$ cat config.mk
export PLATFORM = sky130hd
export DESIGN_NAME = dout_writer
export DESIGN_NICKNAME = d
export VERILOG_FILES = /design/src/rtl/dout_writer.sv
export SDC_FILE = /design/constraint.sdc
export NUM_CORES = 1
export LEC_CHECK = 0
export CAP_MARGIN = 20
export CORE_ASPECT_RATIO = 0.9
export CORE_UTILIZATION = 40
export DETAILED_ROUTE_END_ITERATION = 8
export GPL_ROUTABILITY_DRIVEN = 0
export GPL_TIMING_DRIVEN = 0
export PLACE_DENSITY = 0.6
export SLEW_MARGIN = 20
export SYNTH_ARGS = -nofsm -noshare
export SYNTH_HDL_FRONTEND = slang
export SYNTH_SLANG_ARGS = --single-unit
$ cat constraint.sdc
create_clock -name clk_i -period 2 [get_ports clk_i]
set_clock_uncertainty 0.05 [all_clocks]
set_input_delay 0.4 -clock clk_i [delete_from_list [all_inputs] [get_ports clk_i]]
set_output_delay 0.4 -clock clk_i [all_outputs]
set_load 0.005 [all_outputs]
$ cat src/rtl/dout_writer.sv
// dout_writer: transmit end of the ADC 4-line TDM serial link (8 channels, 2 words per line, MSB first)
//   clk_i/reset_i         : clock, synchronous active-high reset
//   ch1_i..ch8_i, tick_i  : channel samples, captured on the one-cycle tick strobe
//   dclk_o, drdy_o        : serial bit clock and frame marker (high for all of bit 0)
//   dout0_o..dout3_o      : serial data lines (ch1/ch2, ch3/ch4, ch5/ch6, ch7/ch8)
//   busy_o, done_o        : frame in progress, last-cycle-of-frame pulse
//   overrun_o             : pulse after a tick overwrote an unsent pending sample set
module dout_writer #(
  parameter int CLK_DIV  = 4,
  parameter int NUM_BITS = 24
) (
  input  logic                clk_i,
  input  logic                reset_i,
  input  logic [NUM_BITS-1:0] ch1_i,
  input  logic [NUM_BITS-1:0] ch2_i,
  input  logic [NUM_BITS-1:0] ch3_i,
  input  logic [NUM_BITS-1:0] ch4_i,
  input  logic [NUM_BITS-1:0] ch5_i,
  input  logic [NUM_BITS-1:0] ch6_i,
  input  logic [NUM_BITS-1:0] ch7_i,
  input  logic [NUM_BITS-1:0] ch8_i,
  input  logic                tick_i,
  output logic                drdy_o,
  output logic                dclk_o,
  output logic                dout0_o,
  output logic                dout1_o,
  output logic                dout2_o,
  output logic                dout3_o,
  output logic                busy_o,
  output logic                done_o,
  output logic                overrun_o
);
  localparam logic [0:0] IDLE  = 1'b0;
  localparam logic [0:0] SHIFT = 1'b1;
  localparam int W  = 2 * NUM_BITS;
  localparam int PW = $clog2(2 * CLK_DIV);
  localparam int BW = $clog2(W);
  localparam logic [PW-1:0] PH_LAST  = PW'(2 * CLK_DIV - 1);
  localparam logic [PW-1:0] PH_RISE  = PW'(CLK_DIV);
  localparam logic [BW-1:0] BIT_LAST = BW'(W - 1);

  logic [0:0]                 state_q, state_d;
  logic [PW-1:0]              phase_q, phase_d;
  logic [BW-1:0]              bit_q, bit_d;
  logic [3:0][W-1:0]          sh_q, sh_d;
  logic [7:0][NUM_BITS-1:0]   ch, src, pend_q, pend_d;
  logic                       pend_v_q, pend_v_d, ovr_q, ovr_d;
  logic                       busy, wrap, last, load, pend_store;

  assign ch   = {ch8_i, ch7_i, ch6_i, ch5_i, ch4_i, ch3_i, ch2_i, ch1_i};
  assign busy = state_q == SHIFT;
  assign wrap = phase_q == PH_LAST;
  assign last = busy && wrap && bit_q == BIT_LAST;
  // A tick on the final cycle of a frame supersedes any older pending set and feeds the next frame directly.
  assign load       = (tick_i && (!busy || last)) || (last && pend_v_q);
  assign src        = tick_i ? ch : pend_q;
  assign pend_store = busy && !last && tick_i;

  always_comb begin
    state_d  = load ? SHIFT : (last ? IDLE : state_q);
    phase_d  = (load || !busy || wrap) ? '0 : phase_q + PW'(1);
    bit_d    = (load || !busy || last) ? '0 : (wrap ? bit_q + BW'(1) : bit_q);
    pend_d   = pend_store ? ch : pend_q;
    pend_v_d = pend_store || (pend_v_q && !last);
    ovr_d    = tick_i && busy && pend_v_q;
    for (int i = 0; i < 4; i++)
      sh_d[i] = load ? {src[2*i], src[2*i+1]} : ((busy && wrap) ? {sh_q[i][W-2:0], 1'b0} : sh_q[i]);
  end

  always_ff @(posedge clk_i) begin
    if (reset_i) begin
      state_q  <= IDLE;
      phase_q  <= '0;
      bit_q    <= '0;
      sh_q     <= '0;
      pend_q   <= '0;
      pend_v_q <= 1'b0;
      ovr_q    <= 1'b0;
    end else begin
      state_q  <= state_d;
      phase_q  <= phase_d;
      bit_q    <= bit_d;
      sh_q     <= sh_d;
      pend_q   <= pend_d;
      pend_v_q <= pend_v_d;
      ovr_q    <= ovr_d;
    end
  end

  assign busy_o    = busy;
  assign dclk_o    = busy && phase_q >= PH_RISE;
  assign drdy_o    = busy && bit_q == '0;
  assign dout0_o   = busy && sh_q[0][W-1];
  assign dout1_o   = busy && sh_q[1][W-1];
  assign dout2_o   = busy && sh_q[2][W-1];
  assign dout3_o   = busy && sh_q[3][W-1];
  assign done_o    = last;
  assign overrun_o = ovr_q;
endmodule

==> results of run 1 <==
## power by group through the flow
stage | combinational [mW] | clock [mW] | sequential [mW]
global placement | 2.51 | 0 | 8.75
floorplan | 1.58 | 0 | 8.70
CTS | 3.38 | 7.84 | 8.64
global route | 4.14 | 8.17 | 8.75
detailed placement | 2.55 | 0 | 8.76
finish | 3.89 | 7.69 | 8.71
## per-layer routing
metal	up-vias	wire length, µm
met4	6	2000
met1	8286	27200
li1	8192	-
met2	421	27800
met5	-	36
met3	112	3050
## synth_stat cells
master / n / area share, %
sky130_fd_sc_hd__nand2b_1: 1 / 0.035
sky130_fd_sc_hd__or2_2: 1 / 0.035
sky130_fd_sc_hd__buf_4: 3 / 0.12
sky130_fd_sc_hd__dfxtp_1: 396 / 44
sky130_fd_sc_hd__nor2_1: 9 / 0.19
sky130_fd_sc_hd__clkbuf_1: 108 / 2.2
sky130_fd_sc_hd__nor4_1: 1 / 0.035
sky130_fd_sc_hd__nand2b_4: 1 / 0.076
sky130_fd_sc_hd__nand4_4: 1 / 0.12
sky130_fd_sc_hd__o31ai_1: 1 / 0.042
sky130_fd_sc_hd__nor3b_1: 3 / 0.12
sky130_fd_sc_hd__xnor2_1: 1 / 0.048
sky130_fd_sc_hd__buf_6: 2 / 0.12
sky130_fd_sc_hd__a21oi_2: 1 / 0.048
sky130_fd_sc_hd__inv_1: 3 / 0.062
sky130_fd_sc_hd__buf_2: 110 / 3.0
sky130_fd_sc_hd__a221oi_1: 188 / 9.1
sky130_fd_sc_hd__o21bai_1: 1 / 0.042
sky130_fd_sc_hd__mux2i_1: 193 / 11
sky130_fd_sc_hd__a211oi_2: 20 / 1.4
sky130_fd_sc_hd__a211oi_1: 169 / 7.0
sky130_fd_sc_hd__nand3_1: 1 / 0.028
sky130_fd_sc_hd__nand2_1: 392 / 8.1
sky130_fd_sc_hd__buf_1: 11 / 0.23
sky130_fd_sc_hd__nor3_1: 5 / 0.14
sky130_fd_sc_hd__nor2b_1: 1 / 0.035
sky130_fd_sc_hd__or4_1: 1 / 0.042
sky130_fd_sc_hd__nand2_2: 2 / 0.069
sky130_fd_sc_hd__o21ba_2: 1 / 0.055
sky130_fd_sc_hd__a21oi_4: 1 / 0.090
sky130_fd_sc_hd__o21ai_0: 5 / 0.14
sky130_fd_sc_hd__ha_1: 4 / 0.28
sky130_fd_sc_hd__xor2_1: 2 / 0.097
sky130_fd_sc_hd__o22ai_1: 1 / 0.035
sky130_fd_sc_hd__and2_1: 7 / 0.24
sky130_fd_sc_hd__and3_1: 188 / 6.5
sky130_fd_sc_hd__a21oi_1: 194 / 5.4
sky130_fd_sc_hd__nand4_1: 1 / 0.035
## critical path: stages (launching register included)
cell                      delay [ps]
sky130_fd_sc_hd__dfxtp_1         390
sky130_fd_sc_hd__ha_2            230
sky130_fd_sc_hd__nand4_4         140
sky130_fd_sc_hd__nor2_4          140
sky130_fd_sc_hd__and2_4          150
sky130_fd_sc_hd__buf_6           100
## final cells by class
cell class	instances	area, µm²	area share [%]
Sequential cell	396	7940	29.4
Antenna cell	3	7.51	0.0278
Multi-Input combinational cell	1398	11600	43.1
Inverter	3	11.3	0.0417
Buffer	224	1960	7.28
Clock inverter	8	51.3	0.190
Timing Repair Buffer	277	3360	12.4
Tap cell	600	751	2.78
Clock buffer	71	1280	4.76
## per-stage QoR
step / power (mW) / TNS (ps)
5_1_grt: 21.1 / -21680
3_3_place_gp: 11.3 / -175800
2_1_floorplan: 10.3 / 0
3_5_place_dp: 11.3 / -178010
6_report: 20.3 / -3690
4_1_cts: 19.8 / -15210
## logic make-up (layout without fill, tap and decap cells)
logic type               after synthesis  count (layout)
AND/OR/NAND/NOR                      615             616
other                                  0               3
AO/OA/AOI/OAI                        582             582
XOR/XNOR                               3               3
buffers and inverters                237             583
flip-flops                           396             396
adder cells (fa/ha/maj)                4               4
multiplexers                         193             193
## state kept, by name, summed over array words and instances, names as in the netlist
signal	count
pend_v_q	1
overrun_o	1
pend_q	192
bit_q	6
phase_q	3
busy_o	1
sh_q	192
## worst paths after layout
path	start	endpoint	slack, ps	cells past startpoint
setup / recovery	bit_q[1]$_SDFFE_PP0N_	done_o	-180	5
hold / removal	tick_i	overrun_o$_SDFF_PP0_	210	3
hold reg to reg	phase_q[0]$_SDFF_PP0_	phase_q[0]$_SDFF_PP0_	390	1
setup reg to reg	bit_q[1]$_SDFFE_PP0N_	pend_q[129]$_SDFFE_PP0P_	-100	11
## what timing repair did
item | in CTS | in global routing
endpoints found under the hold margin | 0 | 0
gates resized for setup | 533 | 316
pin swaps | 58 | 37
setup endpoints to repair | 395 | 384
setup buffers | 30 | 12
cloned | 17 | 22
==> qor.tcl, run 1 <==
set qor(max-slew-margin-rel_pct) 37.1
set qor(timing_hold_violations_final) 0
set qor(cp.required_ps) 1550
set qor(mostFrequentLayoutCells) {sky130_fd_sc_hd__nand2_1 (392), sky130_fd_sc_hd__dfxtp_1 (392), sky130_fd_sc_hd__clkdlybuf4s50_1 (194), sky130_fd_sc_hd__mux2i_1 (193), sky130_fd_sc_hd__and3_1 (188)}
set qor(portion_of_total_power_attributed_to_the_clock_network_pct) 37.9
set qor(port-buffer-count) 201
set qor(layout-area-overhead-vs-synth_pct) 49.3
set qor(postSynthAreaPerCell_um2) 8.90
set qor(synth_top_family_by_area) {compound AO/OA/AOI/OAI gates}
set qor(number_of_violations_of_the_max_capacitance_limit) 0
set qor(firstDrtPassIters) 5
set qor(floorplan_die_area_um2) 46000
set qor(timing.setup.critical_path_class) {reg -> out}
set qor(core_region_area_um2) 44400
set qor(tritoncts_clock_tree) {built}
set qor(grt_first_pass_wirelength_um) 88600
set qor(power_frac_comb_pct) 19.2
set qor(netlist-cell-type-count) 38
set qor(grtUsageMet3_pct) 3.77
set qor(dpl.hpwl_um) 36300
set qor(tightest_slew_ps) 943
set qor(worst_slack_ps) -180
set qor(grt_use_met2_pct) 39.1
set qor(finish.utilization_pct) 60.8
set qor(die_w_um) 226
set qor(synth-compound-area-share_pct) 23.3
set qor(power.net_switching_mw) 5.49
set qor(drc) 0
set qor(endpoint_kind) {output port}
set qor(layout_worst_path_cycle_share_pct) 109
set qor(cts-hold-fix-buffers) 0
set qor(worst_setup_path_start_kind) {register}
set qor(cell_at_the_root_of_the_clock_tree) {sky130_fd_sc_hd__clkbuf_16}
set qor(period_minus_slack_ps) 2180
set qor(detail-route-antenna-nets) 0
set qor(min-delay-path-class) {in -> reg}
set qor(layout.cells.non_filler) 2980
set qor(viasPerCell) 5.71
set qor(synth_warnings) 0
set qor(antenna_found_initial) 6
set qor(drt-total-wl_um) 60100
set qor(cts_inserted_buffers) 44
set qor(intPower_mw) 14.8
set qor(ir_drop_v) 0.000572
set qor(powerDensity_nw_per_um2) 752
set qor(run_status) {finished, violations left}
set qor(fin_nets) 2543
set qor(synth_area_um2) 18100
set qor(post_synth_fa_ha_maj_area_fraction_pct) 0.277
set qor(fraction_of_layout_instances_using_a_drive_strength_above_1_pct) 27.1
set qor(overflow) 0
set qor(starting_density_of_the_core_pct) 40.7
set qor(postPlaceCellArea_um2) 20800
set qor(syn-num-nets) 2229
set qor(power.sequential.fraction_pct) 42.9
set qor(setup_repair_after_global_routing_missed_its_margin) {true}
set qor(worst_ep_arrival_time_ps) 1730
set qor(maxSlewViolCount) 0
set qor(maximum_number_of_pins_on_one_net_before_global_route_repair) 13
set qor(clkSlewWorstSetupHoldPaths_ps) 60
set qor(count_of_standard_cell_rows) 73
set qor(place_inst) 2831
set qor(ctsHtreeMaxLevel) 2
set qor(synthSimpleGateAreaFrac_pct) 15.8
set qor(finalInstanceArea_um2) 27000
set qor(clockBufferDepth) 3
set qor(p_leak_nw) 10.4
set qor(timing.fmax_mhz) 459
set qor(avgRoutedWirePerCell_um) 20.2
set qor(power_switching_share_pct) 27.1
set qor(use_met1_pct) 32.7
set qor(gr_util_all_layers_pct) 24.2
set qor(vias) 17017
set qor(count_of_endpoints_failing_setup_in_the_final_report) 136
set qor(preCtsSetupSlack_ps) -744
set qor(critPathMaxFanout) 4
set qor(ys_ff_latch) 396
set qor(violations) {setup timing}
set qor(post_synth_inst_count) 2030
set qor(grt_pass1_vias) 16251
set qor(first_iter_violations) 1175
set qor(num_io_pins) 204
set qor(hold_slack_ps) 214
set qor(clk_sink_count) 396
set qor(synth_xor_area_share_pct) 0.145
set qor(clkLatencyLatePin_ps) 580
set qor(grt.busiest_layer) {met2}
set qor(muxShareOfSynthArea_pct) 10.7
set qor(synth_seq_area_share_pct) 43.9
set qor(fp.dieH_um) 204
set qor(layout.filler_cells) 3646
Note: power is estimated with default switching activity, not from simulation.
==> run 2, diff against run 1 <==
--- a/config.mk
+++ b/config.mk
@@ -7,11 +7,12 @@
 export LEC_CHECK = 0
 export CAP_MARGIN = 20
 export CORE_ASPECT_RATIO = 0.9
-export CORE_UTILIZATION = 40
+export CORE_MARGIN = 1.5
+export CORE_UTILIZATION = 51
 export DETAILED_ROUTE_END_ITERATION = 8
 export GPL_ROUTABILITY_DRIVEN = 0
 export GPL_TIMING_DRIVEN = 0
-export PLACE_DENSITY = 0.6
+export PLACE_DENSITY = 0.74
 export SLEW_MARGIN = 20
 export SYNTH_ARGS = -nofsm -noshare
 export SYNTH_HDL_FRONTEND = slang
==> run 2 against run 1 <==
Effect of this change: the run still ends with setup timing left; hold slack improved by 39 ps; sequential share of layout area shrank 1.5 points; first-iteration DRC count rose by 45%; global-route usage grew 5.3 points; fmax down 1.3%; via count grew 8.9%; final area grew 5.3%; register-to-register slack lost 90 ps; core utilization grew 20 points; combinational power grew 13%.
==> qor.tcl, run 2 (synthesis results as in run 1) <==
set qor(viasPerCell) 6.48 ;# +13%
set qor(cell_at_the_root_of_the_clock_tree) {sky130_fd_sc_hd__clkbuf_16}
set qor(grt_first_pass_wirelength_um) 87800 ;# -0.89%
set qor(critical_path_top_delay_cell) {sky130_fd_sc_hd__dfxtp_2}
set qor(setup.worst_path.end) {done_o}
set qor(fin_nets) 2561 ;# +0.71%
set qor(timing.fmax_mhz) 453 ;# -1.3%
set qor(clockBufferDepth) 3 ;# unchanged
set qor(maxSlewViolCount) 0 ;# unchanged
set qor(core_region_area_um2) 35000 ;# -21%
set qor(count_of_standard_cell_rows) 65 ;# -11%
set qor(gr_util_all_layers_pct) 29.5 ;# +5.3 points
set qor(timing.setup.critical_path_class) {reg -> out}
set qor(number_of_violations_of_the_max_capacitance_limit) 0 ;# unchanged
set qor(final_common_cell) {sky130_fd_sc_hd__dfxtp_1}
set qor(floorplan_die_area_um2) 36600 ;# -21%
set qor(max-slew-margin-rel_pct) 28.3 ;# -8.8 points
set qor(drt-total-wl_um) 69000 ;# +15%
set qor(num_io_pins) 204 ;# unchanged
set qor(antenna_found_initial) 4 ;# -2
set qor(place_inst) 2700 ;# -4.6%
set qor(dpl.hpwl_um) 34600 ;# -4.7%
set qor(starting_density_of_the_core_pct) 51.7 ;# +11 points
set qor(critical_path.cell_chain) {ha_4 -> ha_4 -> nand4_4 -> nor2_4 -> and2_4 -> buf_6}
set qor(timing.reg2reg.setup_slack_ps) -190 ;# -90 ps
set qor(hold_slack_ps) 253 ;# +39.4 ps
set qor(vias) 18535 ;# +8.9%
set qor(worst_slack_ps) -208 ;# -27.9 ps
set qor(layout.filler_cells) 1866 ;# -49%
set qor(mostFrequentLayoutCells) {sky130_fd_sc_hd__dfxtp_1 (391), sky130_fd_sc_hd__nand2_1 (260), sky130_fd_sc_hd__mux2i_1 (193), sky130_fd_sc_hd__clkdlybuf4s50_1 (193), sky130_fd_sc_hd__and3_1 (188)}
set qor(p_leak_nw) 10.9 ;# +5.0%
set qor(cts_inserted_buffers) 42 ;# -4.5%
set qor(firstDrtPassIters) 5 ;# unchanged
set qor(min-delay-path-class) {in -> reg}
set qor(cp.required_ps) 1550 ;# about the same
set qor(powerDensity_nw_per_um2) 742 ;# -1.3%
set qor(fp.dieH_um) 182 ;# -11%
set qor(start_point_of_the_critical_path) {phase_q[0]$_SDFF_PP0_}
set qor(worst_setup_path_start_kind) {register}
set qor(first_iter_violations) 1709 ;# +45%
set qor(violations) {setup timing}
set qor(layout-area-overhead-vs-synth_pct) 57.2
set qor(postPlaceCellArea_um2) 20700 ;# -0.79%
set qor(die_w_um) 201 ;# -11%
set qor(timing_hold_violations_final) 0 ;# unchanged
set qor(port-buffer-count) 201 ;# unchanged
set qor(clk_sink_count) 396 ;# unchanged
set qor(worst_r2r_path_cells) 11 ;# unchanged
set qor(ctsHtreeMaxLevel) 2 ;# unchanged
set qor(clkSlewWorstSetupHoldPaths_ps) 60 ;# about the same
set qor(cts-hold-fix-buffers) 0 ;# unchanged
set qor(worst_ep_arrival_time_ps) 1760 ;# +30 ps
set qor(largest_incremental_delay_on_the_critical_path_ps) 350 ;# -40 ps
set qor(avgRoutedWirePerCell_um) 24.1 ;# +20%
set qor(cp_top_family) {simple AND/OR/NAND/NOR gates}
set qor(clkLatencyLatePin_ps) 560 ;# -20 ps
set qor(grt_pass1_vias) 16506 ;# +1.6%
set qor(layout.cells.non_filler) 2862 ;# -4.0%
set qor(biggestRegsByFlops) {pend_q (192), sh_q (192), bit_q (6)}
set qor(run_status) {finished, violations left}
set qor(tightest_slew_ps) 1080 ;# +133 ps
set qor(drc) 0 ;# unchanged
set qor(ff_latch_area_um2) 7930 ;# about the same
set qor(worst-path-stages) 6 ;# +1
set qor(setup_repair_after_global_routing_missed_its_margin) {true}
set qor(critPathMaxFanout) 4 ;# unchanged
set qor(endpoint_kind) {output port}
set qor(path_common_cell) {sky130_fd_sc_hd__ha_4}
set qor(finalInstanceArea_um2) 28400 ;# +5.3%
set qor(crit-reg2reg-capture) {sh_q[161]$_SDFFE_PP0P_}
set qor(ir_drop_v) 0.000663 ;# +16%
set qor(layout_worst_path_cycle_share_pct) 110 ;# +1.4 points
set qor(overflow) 0 ;# unchanged
set qor(detail-route-antenna-nets) 0 ;# unchanged
set qor(period_minus_slack_ps) 2210 ;# +27.9 ps
set qor(multi_input_comb_area_um2) 12900 ;# +11%
set qor(cp_num_buf_inv) 1 ;# unchanged
set qor(critical_path.reg2reg.startpoint) {phase_q[0]$_SDFF_PP0_}
set qor(tritoncts_clock_tree) {built}
set qor(count_of_endpoints_failing_setup_in_the_final_report) 305 ;# +120%
set qor(maximum_number_of_pins_on_one_net_before_global_route_repair) 14 ;# +1
set qor(fraction_of_layout_instances_using_a_drive_strength_above_1_pct) 38.4 ;# +11 points
## run 2: changes by cell type in the layout (fill, tap and decap cells not counted), moves of 4 or more
cell | previous run | this run
sky130_fd_sc_hd__nand2_1 | 392 | 260
sky130_fd_sc_hd__a21oi_1 | 177 | 58
sky130_fd_sc_hd__a21oi_2 | 18 | 137
sky130_fd_sc_hd__nand2_4 | 1 | 87
sky130_fd_sc_hd__nand2_2 | 0 | 46
sky130_fd_sc_hd__clkbuf_16 | 66 | 75
sky130_fd_sc_hd__buf_4 | 48 | 42
sky130_fd_sc_hd__buf_8 | 25 | 30
sky130_fd_sc_hd__a211oi_2 | 140 | 144
sky130_fd_sc_hd__a221oi_4 | 66 | 70
sky130_fd_sc_hd__buf_6 | 30 | 34
sky130_fd_sc_hd__clkbuf_1 | 84 | 80
sky130_fd_sc_hd__clkbuf_2 | 22 | 26
sky130_fd_sc_hd__clkinv_2 | 5 | 9
## run 2: cell type report
cell class,count,area share (%)
multi-input combinational,1397,45.4
sequential,396,27.9
timing repair buffer,293,13.1
buffer,229,6.67
clock buffer,61,4.42
tap,469,2.07
clock inverter,11,0.370
inverter,3,0.0396
antenna,3,0.0264
## run 2: repair_timing
action | CTS | global route
setup buffers | 23 | 23
endpoints found under the setup margin | 395 | 382
gates resized for setup | 426 | 737
pin swaps | 45 | 350
gates cloned | 17 | 31
## run 2: per-layer routing
layer	track usage [%]	wire, µm
met2	48.4	33400
met1	39.3	27400
met3	4.58	4890
met4	11.0	3320
met5	0	0
## run 2: worst min-delay path by stage
stage | from | to | cells past startpoint
global placement | phase_q[0]$_SDFF_PP0_ | phase_q[0]$_SDFF_PP0_ | 1
finish | tick_i | overrun_o$_SDFF_PP0_ | 3
global route | tick_i | overrun_o$_SDFF_PP0_ | 3
CTS | tick_i | overrun_o$_SDFF_PP0_ | 3
detailed placement | phase_q[0]$_SDFF_PP0_ | phase_q[0]$_SDFF_PP0_ | 1
floorplan | phase_q[0]$_SDFF_PP0_ | phase_q[0]$_SDFF_PP0_ | 1
## run 2: power by group
part	switching, mW	internal [mW]
logic	2.13	2.27
clock network	3.29	4.60
registers	0.423	8.38
total	5.84	15.2
## run 2: worst min-delay path, cell delays in order
cell and delay [ps]:
sky130_fd_sc_hd__buf_2 190, sky130_fd_sc_hd__nand2_1 140, sky130_fd_sc_hd__nor3b_1 70
## run 2: through the flow
stage / util, % / power [mW] / setup WS, ps / setup TNS (ps)
floorplan: - / 10.3 / 71.3 / 0
global placement: 59.1 / 11.2 / -673 / -163100
detailed placement: 59.1 / 11.3 / -764 / -175410
CTS: 70.0 / 19.8 / -195 / -6320
global route: 81.2 / 21.7 / -255 / -44990
finish: 81.2 / 21.1 / -208 / -25420
